==> src/rtl/trap_seq.sv <==
// trap_seq: machine-mode trap sequencer. Takes one ecall/ebreak/mret request
// at a time. Sends the required CSR updates, one per cycle, through the single
// CSR write port. Then pulses a PC redirect to fetch. Holds busy_o for the
// whole sequence.
//
// Configuration macro: TRAP_SEQ_MTVAL_EN
//   defined   - ecall/ebreak also write mtval with the trapping instruction
//   undefined - mtval step is skipped and inst_data_i is unused
//
// Ports
//   clk, rst          clock, synchronous active-high reset
//   trap_valid_i      request valid (accepted when trap_ready_o is high)
//   trap_ready_o      high only while idle
//   trap_type_i       00 ecall, 01 ebreak, 10 mret, 11 reserved
//   pc_i, inst_data_i PC and encoding of the trapping instruction
//   csr_raddr_o       CSR read address (csr_rdata_i returns in the same cycle)
//   csr_rdata_i       CSR read data
//   csr_wen_o/_waddr_o/_wdata_o   CSR write port
//   redirect_valid_o  one-cycle redirect pulse
//   redirect_pc_o     redirect target
//   busy_o            pipeline stall while a sequence is in flight
module trap_seq #(
    parameter int unsigned XLEN     = 64,
    parameter int unsigned INST_LEN = 32
) (
    input  logic                clk,
    input  logic                rst,
    input  logic                trap_valid_i,
    output logic                trap_ready_o,
    input  logic [1:0]          trap_type_i,
    input  logic [XLEN-1:0]     pc_i,
    input  logic [INST_LEN-1:0] inst_data_i,
    output logic [11:0]         csr_raddr_o,
    input  logic [XLEN-1:0]     csr_rdata_i,
    output logic                csr_wen_o,
    output logic [11:0]         csr_waddr_o,
    output logic [XLEN-1:0]     csr_wdata_o,
    output logic                redirect_valid_o,
    output logic [XLEN-1:0]     redirect_pc_o,
    output logic                busy_o
);

    localparam logic [11:0] CSR_MSTATUS = 12'h300;
    localparam logic [11:0] CSR_MTVEC   = 12'h305;
    localparam logic [11:0] CSR_MEPC    = 12'h341;
    localparam logic [11:0] CSR_MCAUSE  = 12'h342;
`ifdef TRAP_SEQ_MTVAL_EN
    localparam logic [11:0] CSR_MTVAL   = 12'h343;
`endif

    localparam logic [1:0] TT_ECALL  = 2'b00;
    localparam logic [1:0] TT_EBREAK = 2'b01;
    localparam logic [1:0] TT_MRET   = 2'b10;

    typedef enum logic [2:0] {
        S_IDLE,
        S_W_MEPC,
        S_W_MCAUSE,
        S_W_MTVAL,
        S_W_MSTAT,
        S_RET_MSTAT,
        S_REDIR,
        S_RSVD      // single busy cycle for the reserved trap type
    } state_t;

    state_t              state;
    state_t              state_nxt;
    logic                accept;
    logic [XLEN-1:0]     pc_q;
    logic [1:0]          type_q;
`ifdef TRAP_SEQ_MTVAL_EN
    logic [INST_LEN-1:0] inst_q;
`else
    logic                unused_inst;
    assign unused_inst = ^inst_data_i;
`endif

    assign accept = trap_valid_i && (state == S_IDLE);

    // State register and request capture
    always_ff @(posedge clk) begin
        if (rst) begin
            state  <= S_IDLE;
            pc_q   <= '0;
            type_q <= '0;
`ifdef TRAP_SEQ_MTVAL_EN
            inst_q <= '0;
`endif
        end else begin
            state <= state_nxt;
            if (accept) begin
                pc_q   <= pc_i;
                type_q <= trap_type_i;
`ifdef TRAP_SEQ_MTVAL_EN
                inst_q <= inst_data_i;
`endif
            end
        end
    end

    // Next-state logic
    always_comb begin
        state_nxt = state;
        case (state)
            S_IDLE: begin
                if (trap_valid_i) begin
                    case (trap_type_i)
                        TT_ECALL, TT_EBREAK: state_nxt = S_W_MEPC;
                        TT_MRET:             state_nxt = S_RET_MSTAT;
                        default:             state_nxt = S_RSVD;
                    endcase
                end
            end
`ifdef TRAP_SEQ_MTVAL_EN
            S_W_MCAUSE:  state_nxt = S_W_MTVAL;
            S_W_MTVAL:   state_nxt = S_W_MSTAT;
`else
            S_W_MCAUSE:  state_nxt = S_W_MSTAT;
`endif
            S_W_MEPC:    state_nxt = S_W_MCAUSE;
            S_W_MSTAT:   state_nxt = S_REDIR;
            S_RET_MSTAT: state_nxt = S_REDIR;
            S_REDIR:     state_nxt = S_IDLE;
            S_RSVD:      state_nxt = S_IDLE;
            default:     state_nxt = S_IDLE;
        endcase
    end

    // Output decode. Only csr_rdata_i passes through combinationally.
    always_comb begin
        trap_ready_o     = (state == S_IDLE);
        busy_o           = (state != S_IDLE);
        csr_raddr_o      = '0;
        csr_wen_o        = 1'b0;
        csr_waddr_o      = '0;
        csr_wdata_o      = '0;
        redirect_valid_o = 1'b0;
        redirect_pc_o    = '0;
        case (state)
            S_W_MEPC: begin
                csr_wen_o   = 1'b1;
                csr_waddr_o = CSR_MEPC;
                csr_wdata_o = pc_q;
            end
            S_W_MCAUSE: begin
                csr_wen_o   = 1'b1;
                csr_waddr_o = CSR_MCAUSE;
                csr_wdata_o = (type_q == TT_EBREAK) ? XLEN'(3) : XLEN'(11);
            end
`ifdef TRAP_SEQ_MTVAL_EN
            S_W_MTVAL: begin
                csr_wen_o   = 1'b1;
                csr_waddr_o = CSR_MTVAL;
                csr_wdata_o = XLEN'(inst_q);
            end
`endif
            S_W_MSTAT: begin
                // Trap entry: MPIE <- MIE, MIE <- 0, MPP <- M
                csr_raddr_o        = CSR_MSTATUS;
                csr_wen_o          = 1'b1;
                csr_waddr_o        = CSR_MSTATUS;
                csr_wdata_o        = csr_rdata_i;
                csr_wdata_o[7]     = csr_rdata_i[3];
                csr_wdata_o[3]     = 1'b0;
                csr_wdata_o[12:11] = 2'b11;
            end
            S_RET_MSTAT: begin
                // Trap return: MIE <- MPIE, MPIE <- 1, MPP stays M (M-only core)
                csr_raddr_o        = CSR_MSTATUS;
                csr_wen_o          = 1'b1;
                csr_waddr_o        = CSR_MSTATUS;
                csr_wdata_o        = csr_rdata_i;
                csr_wdata_o[3]     = csr_rdata_i[7];
                csr_wdata_o[7]     = 1'b1;
                csr_wdata_o[12:11] = 2'b11;
            end
            S_REDIR: begin
                // Direct vectoring only: low two bits (mtvec MODE) are dropped
                csr_raddr_o      = (type_q == TT_MRET) ? CSR_MEPC : CSR_MTVEC;
                redirect_valid_o = 1'b1;
                redirect_pc_o    = {csr_rdata_i[XLEN-1:2], 2'b00};
            end
            default: ;
        endcase
    end

endmodule
==> config.mk <==
export PLATFORM = sky130hd
export DESIGN_NAME = trap_seq
export DESIGN_NICKNAME = d
export VERILOG_FILES = /design/src/rtl/trap_seq.sv
export SDC_FILE = /design/constraint.sdc
export NUM_CORES = 1
export LEC_CHECK = 0
export BUFFER_PORTS_ARGS = -buffer_cell sky130_fd_sc_hd__buf_4
export CAP_MARGIN = 15
export CORE_AREA = 2 2 124 126
export CTS_BUF_LIST = sky130_fd_sc_hd__clkbuf_2 sky130_fd_sc_hd__clkbuf_4 sky130_fd_sc_hd__clkbuf_8
export DETAILED_ROUTE_END_ITERATION = 10
export DIE_AREA = 0 0 126 128
export PLACE_DENSITY = 0.64
export SYNTH_ARGS = -nofsm -noshare
export SYNTH_HDL_FRONTEND = slang
export SYNTH_SLANG_ARGS = --single-unit
==> constraint.sdc <==
create_clock -name clk -period 2.7 [get_ports clk]
set_clock_uncertainty 0.05 [all_clocks]
set_input_delay 0.27 -clock clk [delete_from_list [all_inputs] [get_ports clk]]
set_output_delay 0.27 -clock clk [all_outputs]
set_load 0.01 [all_outputs]
==> impl_summary.md <==
Routing
The count of TritonRoute iterations in the first routing pass is 5. For this block, the routed nets add up to 14220 um of wire. The via count is 4365. The wire length per cell after detailed routing is 15.28 um. Dividing the detail-routed via count by the number of cells gives between 4 and 5. The detail route stage leaves a number of antenna-violating nets equal to 0. The DRC violation count after routing is 0. The first-iteration detailed-routing DRC count is 138.

Clock tree
The number of hold buffers added after CTS is 0. The master cell of the clock root buffer is sky130_fd_sc_hd__clkbuf_8. The number of gates resized after CTS was 0. Buffers added to address setup during post-CTS repair amount to 0. The latest clock arrival within the worst-skew pair is about 0.34 ns.

TritonCTS created 9 clock buffers. Counting every sink on the clock net gives around 70. The TritonCTS clock tree is built. The clock transition at the registers of the reported paths is 0.08 ns.

Counting along the longest clock path gives a buffer depth of 2. The total number of H-tree levels is 3.

Worst setup path
STA puts the critical path data arrival time at between 2 and 2.5 ns. The critical path is of the flop to output pin type. Of all nets on the critical path, the largest fanout is 32. The worst-case register-to-register setup slack is 0.67 ns. The cell count of the worst reg-to-reg path is 5. In this run the critical register-to-register path is launched from state[2]. The required time of the critical path is 2.38 ns.

The endpoint identified for the worst register-to-register timing path is pc_q[45]. The endpoint kind of the worst setup timing path is an output pin. STA classifies the critical path startpoint as a flop.

Global route
In the global route stage, overall resource usage came out at between 10% and 20%. Entering global routing, the biggest net connects 70 pins. The initial antenna violation count came to 0.

The number of global-route vias before repair was between 4k and 5k. The first global-routing pass estimated 21020 um of wire. The remaining global-route overflow is 0.

Die
For this design the top-level I/O count stands at 321. After floorplanning, the core was divided into 45 placement rows. The die outline area is 16130 um2. The core region is 14860 um2. For this configuration, the core starts out at a cell density of 25.30%. The die outline height is between 100 and 150 um.

The width of the die is 126 um.

Yosys
The flip-flop and latch count after synthesis is between 60 and 70. Yosys attributes the largest share of cell area to sky130_fd_sc_hd__dfxtp_1 (37%), sky130_fd_sc_hd__a22o_1 (14%), sky130_fd_sc_hd__nand2_1 (13%). The largest area contributor in the synthesized netlist is sky130_fd_sc_hd__dfxtp_1. Of all flip-flops after synthesis, the portion carrying an async set or reset was 0%. The cell area that synthesis handed to floorplanning was 3761 um2. Among all flip-flop cells after synthesis, the most frequent one is sky130_fd_sc_hd__dfxtp_1. The mean instance size in the synthesized netlist is 7.492 um2. The yosys synthesis warning count is 0. Synthesis produced 502 cells. Of the post-synthesis cell area, the dominant cell type holds a little under two fifths. For this run, the register share of the synthesized area comes to between 30% and 40%.

Counting distinct cell types in the post-synthesis netlist gives 30. Counting flops with a built-in enable in the synthesized netlist gives 0.

Layout
In the layout the commonest cells are sky130_fd_sc_hd__buf_4 (284), sky130_fd_sc_hd__nand2_1 (133), sky130_fd_sc_hd__a21oi_1 (72). The library cell used most frequently in the layout, excluding fill and tap cells, is sky130_fd_sc_hd__buf_4. Cells with a size suffix above 1 make up around two fifths of the layout.

The number of nets at the end of the flow is 905. The repair_antennas step left the layout with diodes totalling 0. The final design instance area without fill is around 6000 um2. The area growth from synthesis to layout is 59.48%.

Timing
Setup slack closes at just under 0.2 ns. Setup repair after global routing left no endpoint under its margin. Headroom to the max-slew limit came out at 45.54%. The maximum clock frequency is 399.7 MHz. In the finished design, the share of the clock period the worst path needs comes to 92.66%. The actual slew at the worst max-slew pin is 0.8132 ns. Setup violations remaining at the end of the flow were counted as 0. The routed design could run at a clock period as short as 2.502 ns.

The number of hold-slack violations in the final timing report came to 0. The count of final max-slew check failures is 0. The aggregate negative setup slack is 0 ns.

Pwr
The worst-case IR drop observed on VDD is roughly 0.18 mV. In this run the power density over the cells is 498.4 nW/um2. Summed over all cells, the static leakage comes to 3.057 nW.

Flow run
The number of violations of the max-capacitance limit is 0.

Placed design
The congestion estimate from routability-driven global placement came to 0.7332. The placed wire-length estimate after detailed placement is 9886 um. After detailed placement, the total cell area comes to roughly 5800 um2.

The pre-CTS setup slack is 0.4868 ns. Buffers placed on the I/O ports in this run total 272.

Worst hold path
The startpoint of the lowest-slack hold path is pc_i[58]. The worst hold path class is input port to flop. The worst hold path terminates at pc_q[58]. The cell depth of the worst hold path is 3.

Run status
The flow ran to the end, and the final reports show no timing, DRC or antenna violations.
-- worst max-delay path, cell delays in order (launching register included) --
cell and delay, ns:
sky130_fd_sc_hd__dfxtp_1 0.39, sky130_fd_sc_hd__buf_4 0.23, sky130_fd_sc_hd__nor2b_2 0.31, sky130_fd_sc_hd__nor2b_4 0.21, sky130_fd_sc_hd__buf_4 0.36, sky130_fd_sc_hd__a22o_1 0.22
sky130_fd_sc_hd__buf_4 0.12
-- cell families (layout without fill, tap and decap cells) --
family                 count (synthesis)  count (layout)  synth area share (%)
DFF                                   69              69                 36.73
buffers and inverters                 75             300                 10.75
other                                  1              16               0.09970
and+or+nand+nor                      217             218                 27.45
AOI/OAI and AO/OA                    140             140                 24.98
-- synthesized netlist by cell type, types with 2 or more instances --
cell type / instances
sky130_fd_sc_hd__buf_2: 8
sky130_fd_sc_hd__a21oi_1: 72
sky130_fd_sc_hd__and3_1: 63
sky130_fd_sc_hd__inv_1: 2
sky130_fd_sc_hd__nand2_1: 133
sky130_fd_sc_hd__o21ai_0: 4
sky130_fd_sc_hd__o21ba_2: 2
sky130_fd_sc_hd__nor3_1: 2
sky130_fd_sc_hd__clkbuf_1: 38
sky130_fd_sc_hd__a22o_1: 58
sky130_fd_sc_hd__buf_4: 24
sky130_fd_sc_hd__nor2_1: 3
sky130_fd_sc_hd__nor2b_1: 3
sky130_fd_sc_hd__a21boi_0: 2
sky130_fd_sc_hd__buf_6: 3
sky130_fd_sc_hd__dfxtp_1: 69
sky130_fd_sc_hd__and2_1: 2
sky130_fd_sc_hd__nand3b_1: 2
-- layout make-up --
type                       instances  area, um2
timing repair buffer             284       2132
sequential                        69       1383
inverter                           2      7.507
clock buffer                      12      158.9
fill                            1621       8866
clock inverter                     2      10.01
multi-input combinational        374       2072
tap                              188      235.2
-- where the power goes --
group	internal, mW	total, mW	switching [mW]
clock network	0.381	0.768	0.387
registers	1.11	1.17	0.0555
logic	0.497	1.06	0.558
-- layer usage --
| layer | global-route usage, % | vias to the layer above | part of all wire, % |
|---|---|---|---|
| met5 | 0 | - | 0 |
| met4 | 4.266 | 0 | 1.1 |
| met3 | 3.756 | 13 | 6.5 |
| met2 | 28.62 | 174 | 50 |
| met1 | 19.65 | 2004 | 43 |
| li1 | - | 2174 | - |
-- stage by stage --
stage	power [mW]	util, %	hold WS, ns	cells
3_3_place_gp	2.240	39.16	0.3921	916
3_5_place_dp	2.249	39.16	0.3965	916
6_report	2.990	40.35	0.1110	931
5_1_grt	3.181	40.35	0.09259	931
2_1_floorplan	1.768	-	0.3560	517
4_1_cts	3.029	40.29	0.09133	930
-- state kept, by name, indices dropped and copies added (netlist names) --
name	cells
pc_q	64
state	3
type_q	2
-- worst max-delay path by stage --
| stage | from | to |
|---|---|---|
| 2_1_floorplan | state[0] | csr_waddr_o[9] |
| 3_3_place_gp | state[2] | csr_wdata_o[38] |
| 3_5_place_dp | state[2] | csr_wdata_o[38] |
| 4_1_cts | state[2] | csr_wdata_o[38] |
| 5_1_grt | state[1] | csr_wdata_o[18] |
| 6_report | state[1] | csr_wdata_o[18] |
(Power assumes the default switching activity.)
